File: src/rtl/spi_flash_arbiter.sv
// Round-robin sharing of one mode-0 SPI READ flash between instruction fetch and data reads.
// Define SPI_ARB_FAST_READ_EN to use opcode 0x0B with 8 dummy clocks before data.
module spi_flash_arbiter #(
    parameter int unsigned SCLK_DIV = 1,
    parameter logic [7:0]  READ_CMD = 8'h03
) (
    input  logic        clk,
    input  logic        rst_n,
    input  logic        ena,
    input  logic        if_req,
    input  logic [15:0] if_addr,
    output logic        if_valid,
    output logic [15:0] if_rdata,
    input  logic        dm_req,
    input  logic [15:0] dm_addr,
    output logic        dm_valid,
    output logic [7:0]  dm_rdata,
    output logic        busy,
    output logic        spi_cs_n,
    output logic        spi_sclk,
    output logic        spi_mosi,
    output logic        spi_mosi_oe,
    input  logic        spi_miso
);

    typedef enum logic [2:0] {
        S_IDLE,
        S_CMD,
        S_ADDR,
        S_DUMMY,
        S_DATA,
        S_DONE
    } state_t;

`ifdef SPI_ARB_FAST_READ_EN
    localparam logic [7:0] OPCODE = 8'h0B;
`else
    localparam logic [7:0] OPCODE = READ_CMD;
`endif

    localparam int DW = (SCLK_DIV > 1) ? $clog2(SCLK_DIV) : 1;
    localparam logic [DW-1:0] DIV_MAX = DW'(SCLK_DIV - 1);

    state_t      state_q, state_d;
    logic [DW-1:0] div_q, div_d;
    logic [4:0]  bit_q, bit_d;
    logic [31:0] tx_q, tx_d;
    logic [15:0] rx_q, rx_d;
    logic        owner_q, owner_d;
    logic        last_q, last_d;
    logic        cs_n_q, cs_n_d;
    logic        sclk_q, sclk_d;
    logic        mosi_q, mosi_d;
    logic        oe_q, oe_d;
    logic        busy_q, busy_d;
    logic        if_valid_q, if_valid_d;
    logic        dm_valid_q, dm_valid_d;
    logic [15:0] if_rdata_q, if_rdata_d;
    logic [7:0]  dm_rdata_q, dm_rdata_d;

    logic        div_end;
    logic        pick_dm;
    logic [4:0]  data_last;

    assign div_end   = (div_q == DIV_MAX);
    assign data_last = owner_q ? 5'd7 : 5'd15;

    always_comb begin
        state_d    = state_q;
        div_d      = div_q;
        bit_d      = bit_q;
        tx_d       = tx_q;
        rx_d       = rx_q;
        owner_d    = owner_q;
        last_d     = last_q;
        cs_n_d     = cs_n_q;
        sclk_d     = sclk_q;
        mosi_d     = mosi_q;
        oe_d       = oe_q;
        busy_d     = busy_q;
        if_valid_d = if_valid_q;
        dm_valid_d = dm_valid_q;
        if_rdata_d = if_rdata_q;
        dm_rdata_d = dm_rdata_q;
        pick_dm    = 1'b0;
        if (ena) begin
            if_valid_d = 1'b0;
            dm_valid_d = 1'b0;
            div_d      = div_end ? '0 : div_q + 1'b1;
            unique case (state_q)
                S_IDLE: begin
                    div_d = '0;
                    if (if_req || dm_req) begin
                        // last_q = 1 means DM was granted last
                        pick_dm = dm_req && (!if_req || !last_q);
                        owner_d = pick_dm;
                        last_d  = pick_dm;
                        state_d = S_CMD;
                        bit_d   = 5'd7;
                        cs_n_d  = 1'b0;
                        sclk_d  = 1'b0;
                        mosi_d  = OPCODE[7];
                        tx_d    = {OPCODE[6:0], 8'h00,
                                   pick_dm ? dm_addr : if_addr, 1'b0};
                    end
                end
                S_DONE: begin
                    if (div_end) begin
                        if (bit_q == 5'd0) begin
                            state_d = S_IDLE;
                        end else begin
                            bit_d = bit_q - 5'd1;
                        end
                    end
                end
                default: begin
                    if (div_end && !sclk_q) begin
                        sclk_d = 1'b1;
                        if (state_q == S_DATA) begin
                            rx_d = {rx_q[14:0], spi_miso};
                        end
                    end else if (div_end) begin
                        sclk_d = 1'b0;
                        mosi_d = tx_q[31];
                        tx_d   = {tx_q[30:0], 1'b0};
                        bit_d  = bit_q - 5'd1;
                        if (bit_q == 5'd0) begin
                            unique case (state_q)
                                S_CMD: begin
                                    state_d = S_ADDR;
                                    bit_d   = 5'd23;
                                end
                                S_ADDR: begin
`ifdef SPI_ARB_FAST_READ_EN
                                    state_d = S_DUMMY;
                                    bit_d   = 5'd7;
`else
                                    state_d = S_DATA;
                                    bit_d   = data_last;
`endif
                                end
                                S_DUMMY: begin
                                    state_d = S_DATA;
                                    bit_d   = data_last;
                                end
                                default: begin
                                    state_d = S_DONE;
                                    bit_d   = 5'd1;
                                    cs_n_d  = 1'b1;
                                    mosi_d  = 1'b0;
                                    if (owner_q) begin
                                        dm_valid_d = 1'b1;
                                        dm_rdata_d = rx_q[7:0];
                                    end else begin
                                        if_valid_d = 1'b1;
                                        if_rdata_d = rx_q;
                                    end
                                end
                            endcase
                        end
                    end
                end
            endcase
            busy_d = (state_d != S_IDLE);
            oe_d   = (state_d == S_CMD) || (state_d == S_ADDR)
                  || (state_d == S_DUMMY);
        end
    end

    always_ff @(posedge clk or negedge rst_n) begin
        if (!rst_n) begin
            state_q    <= S_IDLE;
            div_q      <= '0;
            bit_q      <= '0;
            tx_q       <= '0;
            rx_q       <= '0;
            owner_q    <= 1'b0;
            last_q     <= 1'b1;
            cs_n_q     <= 1'b1;
            sclk_q     <= 1'b0;
            mosi_q     <= 1'b0;
            oe_q       <= 1'b0;
            busy_q     <= 1'b0;
            if_valid_q <= 1'b0;
            dm_valid_q <= 1'b0;
            if_rdata_q <= '0;
            dm_rdata_q <= '0;
        end else begin
            state_q    <= state_d;
            div_q      <= div_d;
            bit_q      <= bit_d;
            tx_q       <= tx_d;
            rx_q       <= rx_d;
            owner_q    <= owner_d;
            last_q     <= last_d;
            cs_n_q     <= cs_n_d;
            sclk_q     <= sclk_d;
            mosi_q     <= mosi_d;
            oe_q       <= oe_d;
            busy_q     <= busy_d;
            if_valid_q <= if_valid_d;
            dm_valid_q <= dm_valid_d;
            if_rdata_q <= if_rdata_d;
            dm_rdata_q <= dm_rdata_d;
        end
    end

    assign if_valid    = if_valid_q;
    assign if_rdata    = if_rdata_q;
    assign dm_valid    = dm_valid_q;
    assign dm_rdata    = dm_rdata_q;
    assign busy        = busy_q;
    assign spi_cs_n    = cs_n_q;
    assign spi_sclk    = sclk_q;
    assign spi_mosi    = mosi_q;
    assign spi_mosi_oe = oe_q;

endmodule

File: config.mk
export PLATFORM = sky130hd
export DESIGN_NAME = spi_flash_arbiter
export DESIGN_NICKNAME = d
export VERILOG_FILES = /design/src/rtl/spi_flash_arbiter.sv
export SDC_FILE = /design/constraint.sdc
export NUM_CORES = 1
export LEC_CHECK = 0
export BUFFER_PORTS_ARGS = -buffer_cell sky130_fd_sc_hd__buf_2
export CORE_ASPECT_RATIO = 2
export CORE_MARGIN = 2
export CORE_UTILIZATION = 51
export DETAILED_ROUTE_END_ITERATION = 6
export PLACE_DENSITY = 0.77
export SETUP_SLACK_MARGIN = 0.15
export SKIP_CTS_REPAIR_TIMING = 1
export SLEW_MARGIN = 20
export SYNTH_ARGS = -nofsm -noshare
export SYNTH_HDL_FRONTEND = slang
export SYNTH_SLANG_ARGS = --single-unit
export TNS_END_PERCENT = 10
File: constraint.sdc
create_clock -name clk -period 2.1 [get_ports clk]
set_input_delay 0.21 -clock clk [delete_from_list [all_inputs] [get_ports clk]]
set_output_delay 0.21 -clock clk [all_outputs]
set_load 0.01 [all_outputs]
==> qor.log <==
qor: flow_run.timing.max_cap.violations 0
qor: route.drc 0
qor: route.routedWlPerCell 16.4 µm
qor: clock_network.cts_sinks 88
qor: layout.postLayoutCellArea 5230 µm²
qor: place.cell_total_after_placement 505
qor: clock_network.clock_path_buffers 2
qor: yosys.register_bit_total_from_synthesis 88
qor: place.placed_area 4730 µm²
qor: layout.finish.net_count 466
qor: global_route.maximum_number_of_pins_on_one_net_before_global_route_repair 89
qor: outcome.failed_checks negative setup slack
qor: critical_path.arrival 2.33 ns
qor: global_route.first_global_vias 3,001
qor: global_route.grt_antenna_before_repair 0
qor: critical_path.timing.critical_path.fanout_max 9
qor: layout.ratio_of_cells_with_drive_above_1_in_the_final_layout 48.0%
qor: layout.final.fill_count 577
qor: clock_network.cts_tree built
qor: yosys.synth_top_flop_cell dfrtp_1
qor: floorplan.initial_core_util 52.6%
qor: floorplan.core_area 7890 µm²
qor: yosys.yosysUniqueCellTypes 51
qor: layout.insertedDiodeCount 0
qor: route.viasPerCell 5.59
qor: sta.fin_skew 0.00583 ns
qor: route.first_pass_iteration_count_of_the_detailed_router 4
qor: sta.grt_setup_unrepaired true
qor: floorplan.die_height 132 µm
qor: route.detail-route-antenna-nets 0
qor: yosys.avgSynthCellArea 12.2 µm²
qor: clock_network.clockRootBuffer clkbuf_16
qor: yosys.synth_cells 339
qor: sta.finalHoldWorstSlack 0.101 ns
qor: critical_path.r2r_slack -0.006 ns
qor: sta.finalMaxSlewViolations 0
qor: sta.layout_worst_path_cycle_share 100%
qor: critical_path.setup.worst_path.start_class register
qor: sta.period_minus_ws_final 2.11 ns
qor: critical_path.critical_path.n_buffers_inverters 1
qor: global_route.grt-ovfl-total 0
qor: route.route.final.wire_length 8660 µm
qor: clock_network.clkTransAtPathRegs 0.06 ns
qor: critical_path.worstPathRequired 2.32 ns
qor: critical_path.worst-setup-path-type register to register
qor: critical_path.critical_path.cell_chain inv_2 > ha_4 > or4b_4 > or4_4 > mux2_4
qor: clock_network.clk-insertion-delay-late 0.34 ns
qor: worst_hold_path.holdCritPathClass input pin to register
qor: sta.hold_viol_final 0
qor: yosys.synth_edf_count 0
qor: yosys.synthArstFlopShare 100%
qor: route.drt_iter0_drc 165
qor: yosys.mappedNetlistArea 4150 µm²
qor: outcome.status finished, violations left
qor: critical_path.crit_slowest_cell or4_4
qor: power.finalPower 5.58 mW
qor: layout.final_cell_count_no_fill 527
qor: floorplan.floorplan.die_area 8910 µm²
qor: layout.finalCoreUtilization 66.4%
qor: layout.area_delta_synth_final 26.2%
qor: floorplan.std_cell_rows 46
qor: floorplan.die_w 67.8 µm
qor: global_route.grt_pass1_wl 14,300 µm
qor: sta.timing.setup.tns -0.0117 ns
qor: place.detailedPlace.worstSlack -0.0385 ns
qor: sta.max_freq 0.475 GHz
qor: critical_path.slowest_delay 0.56 ns
qor: clock_network.tritoncts.num_buffers 9
qor: floorplan.i_o_pins 69
qor: sta.worst-slew-pin-transition 0.482 ns
qor: sta.timing.final.setup_violations 2
qor: yosys.synth_sequential_area_ratio 53.2%
qor: place.dpl.hpwl 5980 µm
qor: power.pwr_density_cell 1070 nW/µm²
qor: power.p_leak 2.66 nW
qor: power.max-vdd-ir-drop 0.000669 V
qor: clock_network.clock_tree.htree_level_count 3
qor: global_route.grt_util_all_layers 21.1%
qor: sta.post-route-worst-setup-slack -0.00597 ns
qor: place.finalWeightedCongestion 0.932
qor: sta.worst_slew_margin_rel 67.9%
qor: critical_path.timing.critical_path.max_delay_family simple AND/OR/NAND/NOR gates
qor: yosys.synth-warning-count 0
qor: critical_path.cp-end-kind register
qor: place.port_buffers 68
qor: yosys.syn-num-nets 379
qor: route.dr_total_vias 2,944
per-layer routing:
layer	track usage [%]	share of wire, %	vias up
met4	10.2	3.7	0
met5	0	0	-
met3	3.68	3.5	25
li1	-	-	1390
met1	25.2	38	1457
met2	35.3	55	72
layout make-up:
type                            instances  area (µm²)  share of cell area (%)
Sequential cell                        88        2200                    42.1
Multi-Input combinational cell        217        1920                    36.7
Timing Repair Buffer                   96         604                    11.5
Clock buffer                            9         225                    4.30
Tap cell                               96         120                    2.29
Clock inverter                          7         105                    2.01
Inverter                               14        52.6                    1.00
cells by family (layout without fill, tap and decap cells):
| family | Yosys count | count (layout) | synth area share, % |
|---|---|---|---|
| mux | 91 | 91 | 24.9 |
| flops | 88 | 88 | 53.2 |
| simple gates | 63 | 63 | 8.27 |
| compound gates | 60 | 60 | 9.45 |
| buf+inv | 34 | 126 | 3.44 |
| fa+ha+maj | 2 | 2 | 0.603 |
| xor+xnor | 1 | 1 | 0.211 |
path summary, 6_finish.rpt:
kind,cells past startpoint,to,startpoint
max,5,dm_rdata[4]$_DFFE_PN0P_,bit_q[1]$_DFFE_PN0P_
min,2,rx_q[0]$_DFFE_PN0P_,spi_miso
max reg2reg,5,dm_rdata[4]$_DFFE_PN0P_,bit_q[1]$_DFFE_PN0P_
min reg2reg,1,spi_mosi_oe$_DFFE_PN0P_,spi_mosi_oe$_DFFE_PN0P_
max in group asynchronous,3,last_q$_DFFE_PN1P_,rst_n
min in group asynchronous,3,if_rdata[8]$_DFFE_PN0P_,rst_n
cell usage after synthesis, drive strengths merged (3+ instances only):
master,instances,area share (%)
a21oi,22,2.7
o41ai,3,0.63
buf,9,1.2
nor2,25,2.4
inv,13,1.2
nand2b,4,0.60
nor3,4,0.48
clkbuf,11,1.0
nand2,6,0.54
mux2i,19,4.6
nor2b,12,1.8
nor4,3,0.45
dfrtp,86,52
o21ai,10,1.2
mux2,72,20
flip-flops by register name, summed over array words and instances (netlist names), 3 cells and up:
| name | cells |
|---|---|
| bit_q | 5 |
| tx_q | 31 |
| state_q | 3 |
| rx_q | 16 |
| if_rdata | 16 |
| dm_rdata | 8 |
power by group:
| group | total (mW) | internal, mW | switching, mW |
|---|---|---|---|
| Combinational | 1.64 | 0.836 | 0.804 |
| Clock | 1.73 | 1.06 | 0.679 |
| Sequential | 2.20 | 1.98 | 0.223 |
cells in the final DEF (no fill, tap or decap), types with 3 or more instances in the layout:
cell type,synthesis,layout
buf_2,6,67
clkbuf_16,0,9
buf_12,0,3
nor2_1,24,24
o21ai_0,10,8
nand2b_1,4,4
mux2_4,8,10
inv_1,13,11
clkinv_4,0,3
nand2_1,6,6
buf_4,0,22
mux2i_1,19,19
buf_6,1,3
dfrtp_1,86,86
a21oi_1,22,21
mux2_2,63,61
nor2b_1,12,12
worst reg2reg max path, stage by stage (launching register included):
cell and delay, ns:
dfrtp_1 0.39, inv_2 0.09, ha_4 0.14, or4b_4 0.48, or4_4 0.56, mux2_4 0.34
Note: power is estimated with default switching activity, not from simulation.
